`src/rtl/cpu_axi_bridge_pkg.sv`:
```
// cpu_axi_bridge shared types: AXI constants, FSM encodings, size helper.
// Used by the bridge top, write sub-module and interface users.
package cpu_axi_bridge_pkg;

  localparam int AXI_ID_INST = 0;
  localparam int AXI_ID_DATA = 1;
  localparam logic [1:0] AXI_BURST_INCR = 2'b01;

  typedef enum logic [1:0] {
    R_IDLE,
    R_AR,
    R_R,
    R_DONE
  } r_state_t;

  typedef enum logic [1:0] {
    W_IDLE,
    W_REQ,
    W_B,
    W_DONE
  } w_state_t;

  function automatic logic [2:0] axi_size(input logic [1:0] size);
    return {1'b0, size};
  endfunction

endpackage

```
`src/rtl/cpu_axi_bridge_if.sv`:
```
// AXI3 single-beat master bus between cpu_axi_bridge and the interconnect.
// Only the channels the bridge uses; burst fields are tied by the master.
interface cpu_axi_bridge_if #(
  parameter int ADDR_W = 32,
  parameter int DATA_W = 32,
  parameter int ID_W   = 4
);
  logic [ID_W-1:0]     arid;
  logic [ADDR_W-1:0]   araddr;
  logic [3:0]          arlen;
  logic [2:0]          arsize;
  logic [1:0]          arburst;
  logic                arvalid;
  logic                arready;
  logic [ID_W-1:0]     rid;
  logic [DATA_W-1:0]   rdata;
  logic                rvalid;
  logic                rready;
  logic [ID_W-1:0]     awid;
  logic [ADDR_W-1:0]   awaddr;
  logic [3:0]          awlen;
  logic [2:0]          awsize;
  logic [1:0]          awburst;
  logic                awvalid;
  logic                awready;
  logic [ID_W-1:0]     wid;
  logic [DATA_W-1:0]   wdata;
  logic [DATA_W/8-1:0] wstrb;
  logic                wlast;
  logic                wvalid;
  logic                wready;
  logic                bvalid;
  logic                bready;

  modport master (
    output arid, araddr, arlen, arsize, arburst, arvalid,
    input  arready,
    input  rid, rdata, rvalid,
    output rready,
    output awid, awaddr, awlen, awsize, awburst, awvalid,
    input  awready,
    output wid, wdata, wstrb, wlast, wvalid,
    input  wready,
    input  bvalid,
    output bready
  );

  modport slave (
    input  arid, araddr, arlen, arsize, arburst, arvalid,
    output arready,
    output rid, rdata, rvalid,
    input  rready,
    input  awid, awaddr, awlen, awsize, awburst, awvalid,
    output awready,
    input  wid, wdata, wstrb, wlast, wvalid,
    output wready,
    output bvalid,
    input  bready
  );
endinterface

```
`src/rtl/cpu_axi_bridge_wr.sv`:
```
// Write side of cpu_axi_bridge: store latch, AW/W issue in either order,
// B wait and a one-cycle completion pulse.
module cpu_axi_bridge_wr
  import cpu_axi_bridge_pkg::*;
#(
  parameter int ADDR_W = 32,
  parameter int DATA_W = 32
) (
  input  logic                clk,
  input  logic                rst,
  input  logic                start,
  input  logic [ADDR_W-1:0]   addr,
  input  logic [1:0]          size,
  input  logic [DATA_W/8-1:0] strb,
  input  logic [DATA_W-1:0]   data,
  output logic                idle,
  output logic                done,
  output logic [ADDR_W-1:0]   awaddr,
  output logic [2:0]          awsize,
  output logic                awvalid,
  input  logic                awready,
  output logic [DATA_W-1:0]   wdata,
  output logic [DATA_W/8-1:0] wstrb,
  output logic                wvalid,
  input  logic                wready,
  input  logic                bvalid,
  output logic                bready
);
  w_state_t state, state_nxt;
  logic aw_done, w_done;
  logic aw_fire, w_fire;

  assign aw_fire = awvalid & awready;
  assign w_fire  = wvalid & wready;

  always_ff @(posedge clk or negedge rst) begin
    if (!rst) state <= W_IDLE;
    else      state <= state_nxt;
  end

  always_comb begin
    state_nxt = state;
    unique case (state)
      W_IDLE: if (start) state_nxt = W_REQ;
      W_REQ: begin
        if ((aw_done | aw_fire) & (w_done | w_fire))
          state_nxt = W_B;
      end
      W_B:    if (bvalid) state_nxt = W_DONE;
      W_DONE: state_nxt = W_IDLE;
      default: state_nxt = W_IDLE;
    endcase
  end

  always_comb begin
    idle    = 1'b0;
    done    = 1'b0;
    awvalid = 1'b0;
    wvalid  = 1'b0;
    bready  = 1'b0;
    unique case (state)
      W_IDLE: idle = 1'b1;
      W_REQ: begin
        awvalid = ~aw_done;
        wvalid  = ~w_done;
      end
      W_B:    bready = 1'b1;
      W_DONE: done = 1'b1;
      default: ;
    endcase
  end

  // AW and W retire independently; remember which one already fired
  always_ff @(posedge clk or negedge rst) begin
    if (!rst) begin
      aw_done <= 1'b0;
      w_done  <= 1'b0;
    end else if (state != W_REQ) begin
      aw_done <= 1'b0;
      w_done  <= 1'b0;
    end else begin
      if (aw_fire) aw_done <= 1'b1;
      if (w_fire)  w_done  <= 1'b1;
    end
  end

  always_ff @(posedge clk or negedge rst) begin
    if (!rst) begin
      awaddr <= '0;
      awsize <= '0;
      wdata  <= '0;
      wstrb  <= '0;
    end else if (start & idle) begin
      awaddr <= addr;
      awsize <= axi_size(size);
      wdata  <= data;
      wstrb  <= strb;
    end
  end

endmodule

```
`src/rtl/cpu_axi_bridge.sv`:
```
// Core inst/data SRAM-like channels to one AXI3 single-beat master.
// CPU_BRIDGE_RAW_ADDR_CMP_EN: word-address RAW compare instead of any-write block.
module cpu_axi_bridge
  import cpu_axi_bridge_pkg::*;
#(
  parameter int ADDR_W = 32,
  parameter int DATA_W = 32,
  parameter int ID_W   = 4
) (
  input  logic                clk,
  input  logic                rst,
  input  logic                inst_req,
  input  logic [1:0]          inst_size,
  input  logic [ADDR_W-1:0]   inst_addr,
  output logic                inst_addr_ok,
  output logic                inst_data_ok,
  output logic [DATA_W-1:0]   inst_rdata,
  input  logic                data_req,
  input  logic                data_wr,
  input  logic [1:0]          data_size,
  input  logic [ADDR_W-1:0]   data_addr,
  input  logic [DATA_W/8-1:0] data_wstrb,
  input  logic [DATA_W-1:0]   data_wdata,
  output logic                data_addr_ok,
  output logic                data_data_ok,
  output logic [DATA_W-1:0]   data_rdata,
  cpu_axi_bridge_if.master    axi
);
  r_state_t rstate, rnext;
  logic data_busy, data_rd;
  logic rd_ok, rd_grant, raw_hit;
  logic w_idle, w_done, w_start;
  logic arvalid, rready, r_done;
  logic [ADDR_W-1:0] rd_addr;
  logic [ID_W-1:0]   arid_q;
  logic [ADDR_W-1:0] araddr_q;
  logic [2:0]        arsize_q;
  logic [DATA_W-1:0] rdata_q;

  assign data_rd = data_req & ~data_wr & ~data_busy;
  assign rd_addr = data_rd ? data_addr : inst_addr;

`ifdef CPU_BRIDGE_RAW_ADDR_CMP_EN
  assign raw_hit = ~w_idle &
    (axi.awaddr[ADDR_W-1:2] == rd_addr[ADDR_W-1:2]);
`else
  assign raw_hit = ~w_idle;
`endif

  // data loads win the read port; inst only gets it when no load asks
  assign rd_ok        = (rstate == R_IDLE) & ~raw_hit;
  assign data_addr_ok = data_req & ~data_busy &
                        (data_wr ? w_idle : rd_ok);
  assign inst_addr_ok = inst_req & rd_ok & ~data_rd;
  assign rd_grant     = inst_addr_ok | (data_rd & rd_ok);
  assign w_start      = data_req & data_wr & data_addr_ok;

  always_ff @(posedge clk or negedge rst) begin
    if (!rst) rstate <= R_IDLE;
    else      rstate <= rnext;
  end

  always_comb begin
    rnext = rstate;
    unique case (rstate)
      R_IDLE: if (rd_grant) rnext = R_AR;
      R_AR:   if (axi.arready) rnext = R_R;
      R_R:    if (axi.rvalid) rnext = R_DONE;
      R_DONE: rnext = R_IDLE;
      default: rnext = R_IDLE;
    endcase
  end

  always_comb begin
    arvalid = 1'b0;
    rready  = 1'b0;
    r_done  = 1'b0;
    unique case (rstate)
      R_AR:   arvalid = 1'b1;
      R_R:    rready = 1'b1;
      R_DONE: r_done = 1'b1;
      default: ;
    endcase
  end

  always_ff @(posedge clk or negedge rst) begin
    if (!rst) begin
      arid_q   <= '0;
      araddr_q <= '0;
      arsize_q <= '0;
      rdata_q  <= '0;
    end else begin
      if (rd_grant) begin
        arid_q   <= data_rd ? ID_W'(AXI_ID_DATA) : ID_W'(AXI_ID_INST);
        araddr_q <= rd_addr;
        arsize_q <= axi_size(data_rd ? data_size : inst_size);
      end
      if ((rstate == R_R) & axi.rvalid) rdata_q <= axi.rdata;
    end
  end

  // one data-channel transaction at a time, load or store
  always_ff @(posedge clk or negedge rst) begin
    if (!rst)                          data_busy <= 1'b0;
    else if (data_req & data_addr_ok)  data_busy <= 1'b1;
    else if (data_data_ok)             data_busy <= 1'b0;
  end

  assign inst_data_ok = r_done & (arid_q == ID_W'(AXI_ID_INST));
  assign data_data_ok = (r_done & (arid_q == ID_W'(AXI_ID_DATA))) | w_done;
  assign inst_rdata   = rdata_q;
  assign data_rdata   = rdata_q;

  assign axi.arid    = arid_q;
  assign axi.araddr  = araddr_q;
  assign axi.arlen   = 4'd0;
  assign axi.arsize  = arsize_q;
  assign axi.arburst = AXI_BURST_INCR;
  assign axi.arvalid = arvalid;
  assign axi.rready  = rready;
  assign axi.awid    = ID_W'(AXI_ID_DATA);
  assign axi.awlen   = 4'd0;
  assign axi.awburst = AXI_BURST_INCR;
  assign axi.wid     = ID_W'(AXI_ID_DATA);
  assign axi.wlast   = 1'b1;

  cpu_axi_bridge_wr #(
    .ADDR_W(ADDR_W),
    .DATA_W(DATA_W)
  ) u_wr (
    .clk     (clk),
    .rst     (rst),
    .start   (w_start),
    .addr    (data_addr),
    .size    (data_size),
    .strb    (data_wstrb),
    .data    (data_wdata),
    .idle    (w_idle),
    .done    (w_done),
    .awaddr  (axi.awaddr),
    .awsize  (axi.awsize),
    .awvalid (axi.awvalid),
    .awready (axi.awready),
    .wdata   (axi.wdata),
    .wstrb   (axi.wstrb),
    .wvalid  (axi.wvalid),
    .wready  (axi.wready),
    .bvalid  (axi.bvalid),
    .bready  (axi.bready)
  );

endmodule

```
`src/flat_wrapper.sv`:
```
// flat-port wrapper written by rule: the top's interface ports become plain ports
module cpu_axi_bridge_flat import cpu_axi_bridge_pkg::*;
#(
  parameter int ADDR_W = 32,
  parameter int DATA_W = 32,
  parameter int ID_W   = 4
)
  (clk, rst, inst_req, inst_size, inst_addr, inst_addr_ok, inst_data_ok, inst_rdata, data_req, data_wr, data_size, data_addr, data_wstrb, data_wdata, data_addr_ok, data_data_ok, data_rdata, axi_arid, axi_araddr, axi_arlen, axi_arsize, axi_arburst, axi_arvalid, axi_arready, axi_rid, axi_rdata, axi_rvalid, axi_rready, axi_awid, axi_awaddr, axi_awlen, axi_awsize, axi_awburst, axi_awvalid, axi_awready, axi_wid, axi_wdata, axi_wstrb, axi_wlast, axi_wvalid, axi_wready, axi_bvalid, axi_bready);
  cpu_axi_bridge_if #(.ADDR_W(ADDR_W), .DATA_W(DATA_W), .ID_W(ID_W)) axi_i ();
  input  logic clk;
  input  logic rst;
  input  logic inst_req;
  input  logic [1:0] inst_size;
  input  logic [ADDR_W-1:0] inst_addr;
  output logic inst_addr_ok;
  output logic inst_data_ok;
  output logic [DATA_W-1:0] inst_rdata;
  input  logic data_req;
  input  logic data_wr;
  input  logic [1:0] data_size;
  input  logic [ADDR_W-1:0] data_addr;
  input  logic [DATA_W/8-1:0] data_wstrb;
  input  logic [DATA_W-1:0] data_wdata;
  output logic data_addr_ok;
  output logic data_data_ok;
  output logic [DATA_W-1:0] data_rdata;
  output wire logic [$bits(axi_i.arid)-1:0] axi_arid;
  output wire logic [$bits(axi_i.araddr)-1:0] axi_araddr;
  output wire logic [$bits(axi_i.arlen)-1:0] axi_arlen;
  output wire logic [$bits(axi_i.arsize)-1:0] axi_arsize;
  output wire logic [$bits(axi_i.arburst)-1:0] axi_arburst;
  output wire logic [$bits(axi_i.arvalid)-1:0] axi_arvalid;
  input wire logic [$bits(axi_i.arready)-1:0] axi_arready;
  input wire logic [$bits(axi_i.rid)-1:0] axi_rid;
  input wire logic [$bits(axi_i.rdata)-1:0] axi_rdata;
  input wire logic [$bits(axi_i.rvalid)-1:0] axi_rvalid;
  output wire logic [$bits(axi_i.rready)-1:0] axi_rready;
  output wire logic [$bits(axi_i.awid)-1:0] axi_awid;
  output wire logic [$bits(axi_i.awaddr)-1:0] axi_awaddr;
  output wire logic [$bits(axi_i.awlen)-1:0] axi_awlen;
  output wire logic [$bits(axi_i.awsize)-1:0] axi_awsize;
  output wire logic [$bits(axi_i.awburst)-1:0] axi_awburst;
  output wire logic [$bits(axi_i.awvalid)-1:0] axi_awvalid;
  input wire logic [$bits(axi_i.awready)-1:0] axi_awready;
  output wire logic [$bits(axi_i.wid)-1:0] axi_wid;
  output wire logic [$bits(axi_i.wdata)-1:0] axi_wdata;
  output wire logic [$bits(axi_i.wstrb)-1:0] axi_wstrb;
  output wire logic [$bits(axi_i.wlast)-1:0] axi_wlast;
  output wire logic [$bits(axi_i.wvalid)-1:0] axi_wvalid;
  input wire logic [$bits(axi_i.wready)-1:0] axi_wready;
  input wire logic [$bits(axi_i.bvalid)-1:0] axi_bvalid;
  output wire logic [$bits(axi_i.bready)-1:0] axi_bready;
  assign axi_arid = axi_i.arid;
  assign axi_araddr = axi_i.araddr;
  assign axi_arlen = axi_i.arlen;
  assign axi_arsize = axi_i.arsize;
  assign axi_arburst = axi_i.arburst;
  assign axi_arvalid = axi_i.arvalid;
  assign axi_i.arready = axi_arready;
  assign axi_i.rid = axi_rid;
  assign axi_i.rdata = axi_rdata;
  assign axi_i.rvalid = axi_rvalid;
  assign axi_rready = axi_i.rready;
  assign axi_awid = axi_i.awid;
  assign axi_awaddr = axi_i.awaddr;
  assign axi_awlen = axi_i.awlen;
  assign axi_awsize = axi_i.awsize;
  assign axi_awburst = axi_i.awburst;
  assign axi_awvalid = axi_i.awvalid;
  assign axi_i.awready = axi_awready;
  assign axi_wid = axi_i.wid;
  assign axi_wdata = axi_i.wdata;
  assign axi_wstrb = axi_i.wstrb;
  assign axi_wlast = axi_i.wlast;
  assign axi_wvalid = axi_i.wvalid;
  assign axi_i.wready = axi_wready;
  assign axi_i.bvalid = axi_bvalid;
  assign axi_bready = axi_i.bready;
  cpu_axi_bridge #(.ADDR_W(ADDR_W), .DATA_W(DATA_W), .ID_W(ID_W)) u_core (.clk(clk), .rst(rst), .inst_req(inst_req), .inst_size(inst_size), .inst_addr(inst_addr), .inst_addr_ok(inst_addr_ok), .inst_data_ok(inst_data_ok), .inst_rdata(inst_rdata), .data_req(data_req), .data_wr(data_wr), .data_size(data_size), .data_addr(data_addr), .data_wstrb(data_wstrb), .data_wdata(data_wdata), .data_addr_ok(data_addr_ok), .data_data_ok(data_data_ok), .data_rdata(data_rdata), .axi(axi_i));
endmodule
```
`config.mk`:
```
export PLATFORM = sky130hd
export DESIGN_NAME = cpu_axi_bridge_flat
export DESIGN_NICKNAME = d
export VERILOG_FILES = /design/src/rtl/cpu_axi_bridge_pkg.sv /design/src/rtl/cpu_axi_bridge_if.sv /design/src/rtl/cpu_axi_bridge_wr.sv /design/src/rtl/cpu_axi_bridge.sv /design/src/flat_wrapper.sv
export SDC_FILE = /design/constraint.sdc
export NUM_CORES = 1
export LEC_CHECK = 0
export ABC_AREA = 1
export BUFFER_PORTS_ARGS = -buffer_cell sky130_fd_sc_hd__buf_2
export CAP_MARGIN = 15
export CELL_PAD_IN_SITES_DETAIL_PLACEMENT = 1
export CELL_PAD_IN_SITES_GLOBAL_PLACEMENT = 1
export CORE_ASPECT_RATIO = 1.5
export CORE_MARGIN = 2
export CORE_UTILIZATION = 34
export CTS_BUF_LIST = sky130_fd_sc_hd__clkbuf_4 sky130_fd_sc_hd__clkbuf_8 sky130_fd_sc_hd__clkbuf_16
export DETAILED_ROUTE_END_ITERATION = 8
export PLACE_DENSITY = 0.95
export SETUP_SLACK_MARGIN = 0.02
export SYNTH_ARGS = -nofsm -noshare
export SYNTH_HDL_FRONTEND = slang
export SYNTH_SLANG_ARGS = --single-unit
```
`constraint.sdc`:
```
create_clock -name clk -period 2.5 [get_ports clk]
set_input_delay 0 -clock clk [delete_from_list [all_inputs] [get_ports clk]]
set_output_delay 0 -clock clk [all_outputs]
set_load 0.005 [all_outputs]
```
; ---- Yosys cells after proc, flatten, opt, wreduce, memory -nomap -nowiden
; Cells that the tools add are included.
[totals]
reg_bits = 147
input_bits = 150
output_inout_bits = 204
[op_classes]
n_eq_ne = 14
n_mux = 26
n_reduce_logical = 8
bitwise_logic = 27
[op_table]
columns = cell, n
row1 = 32-bit two-way mux, 1
row2 = 1-bit bitwise AND, 18
row3 = 1-bit two-way mux, 16
row4 = 2-bit one-hot mux with 4 select lines, 2
row5 = 2-bit two-way mux, 7
row6 = 2-bit inequality test (second input constant), 5
row7 = 2-bit equality test (second input constant), 4
row8 = 3-bit AND reduction, 2
row9 = 2-bit nonzero test, 3
row10 = 1-bit NOT, 5
row11 = 2-bit by 1-bit equality test with 1-bit output (second input constant), 2
row12 = 4-bit by 1-bit equality test with 1-bit output (second input constant), 1
row13 = 2-bit logical NOT, 2
row14 = 4-bit logical NOT, 1
row15 = 2-bit by 1-bit inequality test with 1-bit output (second input constant), 2
row16 = 1-bit bitwise OR, 4

; ---- Longest topological paths before layout
; Gate-level depths: netlist of the first run.
[depth]
ltp_word = 8
ltp_mapped = 10
ltp_nobuf = 9

; ---- Modules after synthesis
; Synthesis of the first run repeated with hierarchy kept, for this count alone.
[unflattened]
hier_cells = 579
area_unflattened_um2 = 6777.8
[modules_own_cells]
columns = mod, cells_each, instances, area_each_um2
row1 = cpu_axi_bridge, 392, 1, 3829.9
row2 = cpu_axi_bridge_wr, 187, 1, 2947.8

; ---- Worst setup path after synthesis of the first run
; OpenSTA, ideal clock, no wires.
[synth_path]
path_type = register -> register
start = register u_core.rstate[0]
end = register u_core.rdata_q[10] (netlist: u_core.data_rdata[10])
slack_ns = 1.009
stages_incl_launch_ff = 6
period_less_slack_ns = 1.491
arrival_ns = 1.367
setup_time_ns = 0.125
path_buffers = 1
path_cell_list = dfrtp_1 inv_1 ha_1 nand2_1 buf_2 mux2_2
[synth_between]
elab_chain_cells = 2
[synth_rtl]
columns = element, line_no
row1 = "start, declared", cpu_axi_bridge.sv:29  ; r_state_t rstate, rnext;
row2 = "start signal, assigned", cpu_axi_bridge.sv:60  ; else rstate <= rnext;
row3 = 2-bit equality test, cpu_axi_bridge.sv:98  ; if ((rstate == R_R) & axi.rvalid) rdata_q <= axi.rdata;
row4 = 1-bit bitwise AND, cpu_axi_bridge.sv:98
row5 = "end signal, assigned", cpu_axi_bridge.sv:98
row6 = "end, declared", cpu_axi_bridge.sv:38  ; logic [DATA_W-1:0] rdata_q;
; No other way between the ends.
; A chain may end at the register's enable or synchronous reset.

; ---- Final worst setup path of the first run
[layout_path]
start = register u_core.u_wr.state[0]
end = output port data_addr_ok
[layout_between]
elab_chain_cells = 5
[layout_rtl]
columns = element, line_no
row1 = "start, declared", cpu_axi_bridge_wr.sv:29  ; w_state_t state, state_nxt;
row2 = "start signal, assigned", cpu_axi_bridge_wr.sv:38  ; else state <= state_nxt;
row3 = 2-bit logical NOT (*), cpu_axi_bridge_wr.sv:61  ; unique case (state)
row4 = 1-bit two-way mux (*), cpu_axi_bridge_wr.sv:61
row5 = 1-bit bitwise AND, cpu_axi_bridge.sv:51  ; assign rd_ok = (rstate == R_IDLE) & ~raw_hit;
row6 = 1-bit two-way mux (*), cpu_axi_bridge.sv:53  ; (data_wr ? w_idle : rd_ok);
row7 = 1-bit bitwise AND (*), cpu_axi_bridge.sv:52  ; assign data_addr_ok = data_req & ~data_busy &
row8 = "end, declared", flat_wrapper.sv:24  ; output logic data_addr_ok;
; Every way passes the cells marked *; elsewhere a longest branch is shown, timed or not.

==> impl_metrics.json, run 1 <==
{
  "min_path_cells": 5,
  "end_kind": "output port",
  "crit_family": "buffers and inverters",
  "ctsHoldBuffers": 143,
  "peakVddDrop_mv": 0.422,
  "arrival_ns": 2.26,
  "core_um2": 19100,
  "r2r_setup_slack_ns": 0.42,
  "rows": 62,
  "worstSetupPathType": "flip-flop to output port",
  "initial_core_util": 0.346,
  "reg2reg_from": "u_core.data_busy$_DFFE_PN0P_",
  "port_buffers": 323,
  "highest_layer": "met4",
  "grt_antenna_before_repair": 5,
  "netlist_area_um2": 6600,
  "setup_viol": 0,
  "drive_gt1_frac": 0.350,
  "grt_overflow": 0,
  "ys_ff_latch": 144,
  "hold_end": "u_core.rstate[0]$_DFFE_PN0P_",
  "first_iter_violations": 391,
  "die-area_um2": 20600,
  "ioPinCount": 354,
  "r2r-end": "u_core.axi.araddr[31]$_DFFE_PN0P_",
  "min_path_type": "input port to flip-flop",
  "grt.total_usage": 0.300,
  "clock_path_buffers": 2,
  "met1_length_um": 10200,
  "first_pass_iters": 4,
  "netlist_instances": 724,
  "required_ns": 2.50,
  "dr_wl_met3_um": 1850,
  "setup_slack_ns": 0.236,
  "cts_made_buffers": 17,
  "cts-root-buf": "clkbuf_16",
  "viasPerCell": 4.96,
  "cp_max_fo": 37,
  "max_freq_ghz": 0.442,
  "grt_pass1_vias": 8025,
  "grt_max_degree": 69,
  "cts.clk_slew.worst_paths_ns": 0.06,
  "cp.depth": 8,
  "syn_to_final_growth_pct": 53.2,
  "routed_wirelength_um": 30800,
  "max_cap_viol_count": 0,
  "gp_congestion": 0.790,
  "cts_resized": 0,
  "drc": 0,
  "ys_seq_area_frac": 0.546,
  "clk_latency_ns": 0.43,
  "skew_ns": 0.0148,
  "grt_pass1_wl_um": 46800,
  "critPathSlowestCell": "dfrtp_1",
  "hpwl_um": 16400,
  "hold_viol_final": 0,
  "status": "complete, no violations",
  "clock_sink_count": 144,
  "min-delay-start": "axi_arready",
  "htreeDepth": 4,
  "slew_headroom": 0.553,
  "finalSetupTns_ns": 0,
  "pre_cts_ws_ns": 0.587,
  "yosys_warnings": 0,
  "die-width_um": 118,
  "routed-wl-met2_um": 16700,
  "postPlaceCellArea_um2": 8140,
  "rsz0062_at_grt": "no",
  "fin_crit_sh": 0.906,
  "fin_hold_ws_ns": 0.0983,
  "layout_min_cycle_time_ns": 2.26,
  "worst_pin_slew_ns": 0.670,
  "total_leakage_power_uw": 0.00562,
  "cp_cell_sequence": "inv_1 > ha_1 > nand2_1 > inv_2 > buf_4 > o21ai_0 > inv_1 > buf_2",
  "crit_top_cell": "inv_1",
  "num_vias": 7045,
  "ant_nets": 0,
  "crit_path_start_kind": "flip-flop",
  "power_density_nw_per_um2": 1130,
  "die_h_um": 175,
  "post-cts-setup-buffer-count": 0,
  "slowest_delay_ns": 0.42,
  "slew_violations": 0,
  "synthDistinctLibCells": 23,
  "r2r_cells": 8,
  "syn_area_per_cell_um2": 9.11,
  "crit_buf_inv": 5,
  "nNetsFinal": 1308,
  "cts_tree": "yes",
  "fin_area_um2": 10100,
  "wl_per_cell_um": 21.7
}
Yosys cell counts, drive strengths merged:
cell type / number / area [µm²]
nand4: 2 / 12.5
ha: 10 / 125
nand3: 76 / 393
o21ai: 72 / 360
nand2: 226 / 858
inv: 52 / 195
buf: 84 / 574
o22ai: 1 / 6.26
o21bai: 1 / 7.51
dfrtp: 144 / 3600
or2: 2 / 12.5
clkbuf: 12 / 45.0
conb: 2 / 7.51
mux2: 32 / 360
nor2: 8 / 37.5
power breakdown:
| part | switching, µW | total [µW] | internal (µW) |
|---|---|---|---|
| Sequential | 849 | 4290 | 3440 |
| Clock | 1020 | 2380 | 1360 |
| Combinational | 2670 | 4720 | 2050 |
| Total | 4540 | 11400 | 6850 |
how the worst max path moves through the flow:
stage | slack (ns) | to | start
after floorplan | 1.01 | u_core.data_rdata[10]$_DFFE_PN0P_ | u_core.rstate[0]$_DFFE_PN0P_
after global placement | 0.66 | u_core.u_wr.awaddr[1]$_DFFE_PN0P_ | u_core.u_wr.state[0]$_DFFE_PN0P_
after detailed placement | 0.59 | u_core.u_wr.awaddr[10]$_DFFE_PN0P_ | u_core.u_wr.state[0]$_DFFE_PN0P_
after CTS | 0.30 | data_addr_ok | u_core.u_wr.state[0]$_DFFE_PN0P_
after global routing | 0.12 | data_addr_ok | u_core.u_wr.state[0]$_DFFE_PN0P_
final | 0.24 | data_addr_ok | u_core.u_wr.state[0]$_DFFE_PN0P_
per-layer routing:
| metal | vias up | track usage |
|---|---|---|
| li1 | 3064 | - |
| met1 | 3444 | 0.285 |
| met2 | 406 | 0.556 |
| met3 | 131 | 0.0744 |
| met4 | 0 | 0.217 |
| met5 | - | 0 |
worst register-to-register path: cells and delay by family, from the launching register on:
family | cells | cell delay [ns]
buffers and inverters | 2 | 0.90
AND/OR/NAND/NOR | 5 | 0.61
flip-flops | 1 | 0.41
AO/OA/AOI/OAI | 1 | 0.06
cell type report:
cell class	count	area, µm²
multi-input cells	456	2280
well taps	256	320
fillers	2298	8970
clock inverters	7	37.5
clock buffers	23	489
diodes	5	12.5
inverters	52	195
repair buffers	477	3170
flip-flops and latches	144	3600
registers in the layout, summed over array words and instances (netlist names):
signal and flops:
u_core.u_wr.awsize 2, u_core.axi.arsize 2, u_core.u_wr.awaddr 32, u_core.axi.arid 1
u_core.u_wr.w_done 1, u_core.u_wr.state 2, u_core.data_busy 1, u_core.axi.araddr 32
u_core.rstate 2, u_core.u_wr.wstrb 4, u_core.u_wr.wdata 32, u_core.data_rdata 32
u_core.u_wr.aw_done 1
layout by cell type (no fill, tap or decap):
master,count
buf_12,3
buf_2,322
buf_4,8
buf_6,1
clkbuf_16,17
clkbuf_4,3
clkbuf_8,3
clkinv_2,6
clkinvlp_4,1
conb_1,26
dfrtp_1,144
diode_2,5
dlygate4sd3_1,143
ha_1,10
inv_1,50
inv_2,2
mux2_2,32
nand2_1,222
nand2_2,3
nand2_4,1
nand3_1,75
nand3_4,1
nand4_1,2
nor2_1,7
nor2_4,1
o21ai_0,27
o21ai_1,45
o21bai_1,1
o22ai_1,1
or2_2,2
per-stage QoR:
step / power, µW / cells / util
final: 11400 / 1420 / 0.530
after CTS: 10900 / 1415 / 0.529
after floorplan: 6410 / 748 / -
after global routing: 12000 / 1420 / 0.530
after global placement: 8000 / 1242 / 0.426
after detailed placement: 8340 / 1242 / 0.426
kinds of logic (layout without fill, tap and decap cells):
logic type                 count (synthesis)  count (layout)  synth area share
muxes                                     32              32            0.0546
adders and majority gates                 10              10            0.0190
and+or+nand+nor                          314             314             0.199
AOI/OAI and AO/OA                         74              74            0.0567
other                                      2              31           0.00114
buffers and inverters                    148             559             0.123
DFF                                      144             144             0.546
No activity file was read; power rests on OpenSTA's default activity.
==> inputs of run 2 (changes only) <==
--- a/config.mk
+++ b/config.mk
@@ -12,10 +12,10 @@
 export CELL_PAD_IN_SITES_GLOBAL_PLACEMENT = 1
 export CORE_ASPECT_RATIO = 1.5
 export CORE_MARGIN = 2
-export CORE_UTILIZATION = 34
+export CORE_UTILIZATION = 29
 export CTS_BUF_LIST = sky130_fd_sc_hd__clkbuf_4 sky130_fd_sc_hd__clkbuf_8 sky130_fd_sc_hd__clkbuf_16
 export DETAILED_ROUTE_END_ITERATION = 8
-export PLACE_DENSITY = 0.95
+export PLACE_DENSITY = 0.89
 export SETUP_SLACK_MARGIN = 0.02
 export SYNTH_ARGS = -nofsm -noshare
 export SYNTH_HDL_FRONTEND = slang
==> constraint.sdc (replaced) <==
create_clock -name clk -period 1.97 [get_ports clk]
set_input_delay 0 -clock clk [delete_from_list [all_inputs] [get_ports clk]]
set_output_delay 0 -clock clk [all_outputs]
set_load 0.005 [all_outputs]
==> run 2 against run 1 <==
Utilization shrank 7.0 points. Critical path depth is the same. First-iteration DRC count shrank 29%. Critical endpoint unchanged. Highest routed layer unchanged. Sequential share of layout area fell by 0.59 points.
==> impl_metrics.json, run 2 (synthesis gave the netlist of run 1 again) <==
{
  "grt.total_usage": 0.228,
  "total_leakage_power_uw": 0.00566,
  "grt_max_degree": 61,
  "worst_pin_slew_ns": 0.565,
  "fin_area_um2": 10300,
  "reg2reg_from": "u_core.u_wr.state[1]$_DFFE_PN0P_",
  "use_met1": 0.218,
  "max_cap_viol_count": 0,
  "groute.layer.met2.usage": 0.431,
  "num_vias": 6820,
  "min_path_type": "input port to flip-flop",
  "hpwl_um": 15800,
  "port_buffers": 323,
  "gp_congestion": 0.771,
  "crit_path_start_kind": "flip-flop",
  "crit_path_end": "data_addr_ok",
  "power_density_nw_per_um2": 1400,
  "drive_gt1_frac": 0.355,
  "fin_hold_ws_ns": 0.0426,
  "final_util": 0.459,
  "grt_pass1_vias": 7622,
  "clock_path_buffers": 2,
  "mostFrequentLayoutCell": "buf_2",
  "initial_core_util": 0.295,
  "cts.clk_slew.worst_paths_ns": 0.06,
  "ioPinCount": 354,
  "core_um2": 22400,
  "postPlaceCellArea_um2": 8230,
  "multi_input_area_um2": 2290,
  "final_cell_mix": "buf_2 (322), nand2_1 (222), dfrtp_1 (144), dlygate4sd3_1 (141), nand3_1 (75)",
  "cts_made_buffers": 17,
  "wl_per_cell_um": 19.1,
  "grt_antenna_before_repair": 5,
  "finalPower_uw": 14400,
  "hold_viol_final": 0,
  "finalSetupTns_ns": 0,
  "die-area_um2": 24000,
  "drc": 0,
  "htreeDepth": 4,
  "slew_violations": 0,
  "post-cts-setup-buffer-count": 0,
  "clk_latency_ns": 0.43,
  "skew_ns": 0.00823,
  "max_freq_ghz": 0.547,
  "die_h_um": 189,
  "worstSetupPathType": "flip-flop to output port",
  "grt_overflow": 0,
  "die-width_um": 127,
  "startpoint": "u_core.u_wr.state[1]$_DFFE_PN0P_",
  "top_usage_layer": "met2",
  "setup_viol": 0,
  "layout_min_cycle_time_ns": 1.83,
  "ant_nets": 0,
  "met3_usage": 0.0610,
  "routed_wirelength_um": 27600,
  "fin_crit_sh": 0.929,
  "status": "complete, no violations",
  "r2r_cells": 8,
  "syn_to_final_growth_pct": 55.8,
  "first_iter_violations": 278,
  "min-delay-start": "axi_arready",
  "r2r-end": "u_core.u_wr.awsize[1]$_DFFE_PN0P_",
  "first_pass_iters": 4,
  "required_ns": 1.97,
  "peakVddDrop_mv": 0.561,
  "fillCellCount": 2629,
  "rsz0062_at_grt": "no",
  "cp_max_fo": 19,
  "clock_sink_count": 144,
  "cts-root-buf": "clkbuf_16",
  "grt_pass1_wl_um": 42100,
  "arrival_ns": 1.83,
  "nNetsFinal": 1308,
  "r2r_setup_slack_ns": 0.22,
  "viasPerCell": 4.73,
  "end_kind": "output port",
  "slew_headroom": 0.624,
  "rows": 67,
  "regArea_um2": 3600,
  "cts_tree": "yes"
}
## run 2: changes by cell type in the layout (fill, tap and decap cells not counted), moves of 2 or more
| cell | delta |
|---|---|
| buf_4 | -4 |
| clkinv_2 | -2 |
| clkbuf_8 | -2 |
| dlygate4sd3_1 | -2 |
| bufinv_16 | +2 |
| clkbuf_4 | -2 |
| clkinvlp_4 | +3 |
| inv_6 | +2 |
| buf_12 | +5 |
## run 2: critical path: stages, from the launching register on
cell and delay, ns:
dfrtp_1 0.41, inv_1 0.16, ha_4 0.17, nand2_1 0.08, inv_4 0.12, buf_12 0.17
o21ai_1 0.09, inv_1 0.08, buf_2 0.13
## run 2: area by class of cell
| class | count | area share |
|---|---|---|
| flip-flops and latches | 144 | 0.351 |
| repair buffers | 477 | 0.316 |
| multi-input cells | 456 | 0.223 |
| clock buffers | 19 | 0.0435 |
| well taps | 276 | 0.0336 |
| inverters | 52 | 0.0192 |
| clock inverters | 13 | 0.0133 |
| diodes | 5 | 0.00122 |
## run 2: how the worst min path moves through the flow
stage                                                   end  slack, ns  cells after the start
after floorplan            u_core.axi.araddr[0]$_DFFE_PN0P_      -0.30                      0
after global placement    u_core.u_wr.wdata[26]$_DFFE_PN0P_       0.02                      1
after detailed placement  u_core.u_wr.wdata[10]$_DFFE_PN0P_       0.02                      1
after CTS                      u_core.rstate[1]$_DFFE_PN0P_       0.02                      5
after global routing           u_core.rstate[0]$_DFFE_PN0P_       0.04                      5
final                          u_core.rstate[1]$_DFFE_PN0P_       0.04                      5
## run 2: power by group
part	internal (µW)	switching, µW	total, µW
clock network	1910	1330	3240
registers	4370	943	5310
logic	2680	3130	5810
total	8960	5410	14400
## run 2: what timing repair did
item                                   CTS  global route
setup endpoints to repair                1             1
gates resized for setup                  2             3
endpoints found under the hold margin  233             0
cloned                                   0             1
hold buffers                           141             0
## run 2: layer usage
metal  vias up  wire length, µm  part of all wire
met3        90             1710             0.062
met4         0             1460             0.053
met2       359            15200              0.55
met5         -                0                 0
li1       3060                -                 -
met1      3311             9240              0.33
## run 2: metrics by stage
step	worst slack, ns	std cells
floorplan	0.479	748
global placement	0.312	1263
detailed placement	0.205	1263
CTS	0.0409	1436
global route	0.0227	1442
finish	0.141	1442
==> inputs of run 3 (changes only) <==
--- a/config.mk
+++ b/config.mk
@@ -8,14 +8,12 @@
 export ABC_AREA = 1
 export BUFFER_PORTS_ARGS = -buffer_cell sky130_fd_sc_hd__buf_2
 export CAP_MARGIN = 15
-export CELL_PAD_IN_SITES_DETAIL_PLACEMENT = 1
-export CELL_PAD_IN_SITES_GLOBAL_PLACEMENT = 1
-export CORE_ASPECT_RATIO = 1.5
-export CORE_MARGIN = 2
-export CORE_UTILIZATION = 29
+export CORE_AREA = 2 2 138 140
 export CTS_BUF_LIST = sky130_fd_sc_hd__clkbuf_4 sky130_fd_sc_hd__clkbuf_8 sky130_fd_sc_hd__clkbuf_16
 export DETAILED_ROUTE_END_ITERATION = 8
-export PLACE_DENSITY = 0.89
+export DIE_AREA = 0 0 140 142
+export GPL_ROUTABILITY_DRIVEN = 0
+export PLACE_DENSITY = 0.81
 export SETUP_SLACK_MARGIN = 0.02
 export SYNTH_ARGS = -nofsm -noshare
 export SYNTH_HDL_FRONTEND = slang
==> run 3 against run 2 <==
The flow now finishes with violations (DRC). Combinational power decreased by 4.6%. Sequential share of layout area increased by 0.28 points. Cell count decreased by 2.8%. Register-to-register slack got worse by 0.09 ns. Hold slack improved by 0.0015 ns. Total power decreased by 3.1%. Critical endpoint is now u_core.axi.arid[0]$_DFFE_PN0P_.
==> impl_metrics.json, run 3 (synthesis gave the netlist of run 1 again) <==
{
  "slew_headroom": 0.567,
  "core_um2": 18500,
  "clock_sink_count": 144,
  "first_iter_violations": 395,
  "arrival_ns": 2.13,
  "finalSetupTns_ns": 0,
  "drive_gt1_frac": 0.358,
  "clk_latency_ns": 0.42,
  "die_h_um": 142,
  "violations": "DRC",
  "num_vias": 6699,
  "power_density_nw_per_um2": 1370,
  "htreeDepth": 4,
  "grt_overflow": 0,
  "final_cell_mix": "buf_2 (322), nand2_1 (222), dlygate4sd3_1 (144), dfrtp_1 (144), nand3_1 (75)",
  "total_leakage_power_uw": 0.00565,
  "drc": 25,
  "clock_path_buffers": 2,
  "final_cells": 1401,
  "port_buffers": 323,
  "status": "finished, violations left",
  "die-area_um2": 19900,
  "worstSetupPathType": "flip-flop to flip-flop",
  "die-width_um": 140,
  "max_cap_viol_count": 0,
  "hold_viol_final": 0,
  "viasPerCell": 4.78,
  "grt_pass1_wl_um": 35300,
  "ant_nets": 0,
  "min_path_type": "input port to flip-flop",
  "grt_antenna_before_repair": 2,
  "required_ns": 2.27,
  "end_kind": "flip-flop",
  "mostFrequentLayoutCell": "buf_2",
  "crit_path_start_kind": "flip-flop",
  "first_pass_iters": 9,
  "hpwl_um": 13800,
  "max_freq_ghz": 0.545,
  "rows": 50,
  "layout_min_cycle_time_ns": 1.84,
  "worst_pin_slew_ns": 0.650,
  "peakVddDrop_mv": 0.584,
  "r2r_cells": 8,
  "skew_ns": 0.0114,
  "cts_tree": "yes",
  "nNetsFinal": 1313,
  "cts.clk_slew.worst_paths_ns": 0.07,
  "wl_per_cell_um": 16.3,
  "post-cts-setup-buffer-count": 0,
  "fin_crit_sh": 0.932,
  "syn_to_final_growth_pct": 54.5,
  "initial_core_util": 0.358,
  "slew_violations": 0,
  "grt.total_usage": 0.226,
  "min_path_cells": 5,
  "routed_wirelength_um": 22900,
  "setup_viol": 0,
  "cts_made_buffers": 17,
  "grt_pass1_vias": 6792,
  "grt_max_degree": 82,
  "cts-root-buf": "clkbuf_16",
  "rsz0062_at_grt": "no",
  "dpl.cell_count": 1224,
  "ioPinCount": 354,
  "cp_max_fo": 5
}
[run 3: area by class of cell]
| type | count | area (µm²) |
|---|---|---|
| fillers | 1493 | 8260 |
| clock inverters | 13 | 131 |
| multi-input cells | 456 | 2280 |
| flip-flops and latches | 144 | 3600 |
| diodes | 1 | 2.50 |
| inverters | 52 | 195 |
| repair buffers | 482 | 3250 |
| clock buffers | 19 | 440 |
| well taps | 234 | 293 |
[run 3: worst max-delay path: stages (launching register included)]
cell and delay [ns]:
dfrtp_1 0.41, inv_1 0.11, ha_2 0.20, nand2_1 0.07, inv_2 0.11, nand3_4 0.10, nand2_2 0.12, o21ai_1 0.06
dlygate4sd3_1 0.55
[run 3: where the power goes]
group | leakage [µW] | switching, µW | internal (µW)
clock network | 0.000271 | 1340 | 1790
logic | 0.00360 | 2890 | 2650
registers | 0.00178 | 890 | 4370
total | 0.00565 | 5120 | 8810
[run 3: repair_timing]
action | CTS | global route
hold endpoints to repair | 203 | 0
gates resized for setup | 1 | 8
setup endpoints to repair | 1 | 5
hold buffers | 144 | 0
[run 3: worst paths after layout]
check,start,endpoint,slack (ns)
max reg2reg,u_core.rstate[1]$_DFFE_PN0P_,u_core.axi.arid[0]$_DFFE_PN0P_,0.13
min reg2reg,u_core.u_wr.wdata[23]$_DFFE_PN0P_,u_core.u_wr.wdata[23]$_DFFE_PN0P_,0.47
min,data_req,u_core.u_wr.wdata[1]$_DFFE_PN0P_,0.04
min in group asynchronous,rst,u_core.u_wr.wdata[18]$_DFFE_PN0P_,0.15
max in group asynchronous,rst,u_core.data_rdata[30]$_DFFE_PN0P_,1.11
max,u_core.rstate[1]$_DFFE_PN0P_,u_core.axi.arid[0]$_DFFE_PN0P_,0.13
[run 3: per-stage QoR]
step	hold WS (ns)	power, µW	instance area, µm²	worst slack (ns)	util
detailed placement	0.0412	10400	8170	0.311	0.442
CTS	0.00676	13800	10200	0.0621	0.552
global placement	0.0360	10200	8170	0.386	0.442
floorplan	-0.296	8130	6690	0.479	-
finish	0.0441	13900	10200	0.134	0.553
global route	0.0361	14900	10200	0.0239	0.553
[run 3: layer usage]
| layer | vias up | share of wire | GRT usage | wire, µm |
|---|---|---|---|---|
| met5 | - | 0.00057 | 0 | 13 |
| met4 | 2 | 0.040 | 0.122 | 916 |
| met3 | 77 | 0.078 | 0.0703 | 1790 |
| met2 | 371 | 0.51 | 0.389 | 11800 |
| met1 | 3163 | 0.37 | 0.253 | 8410 |
| li1 | 3086 | - | - | - |
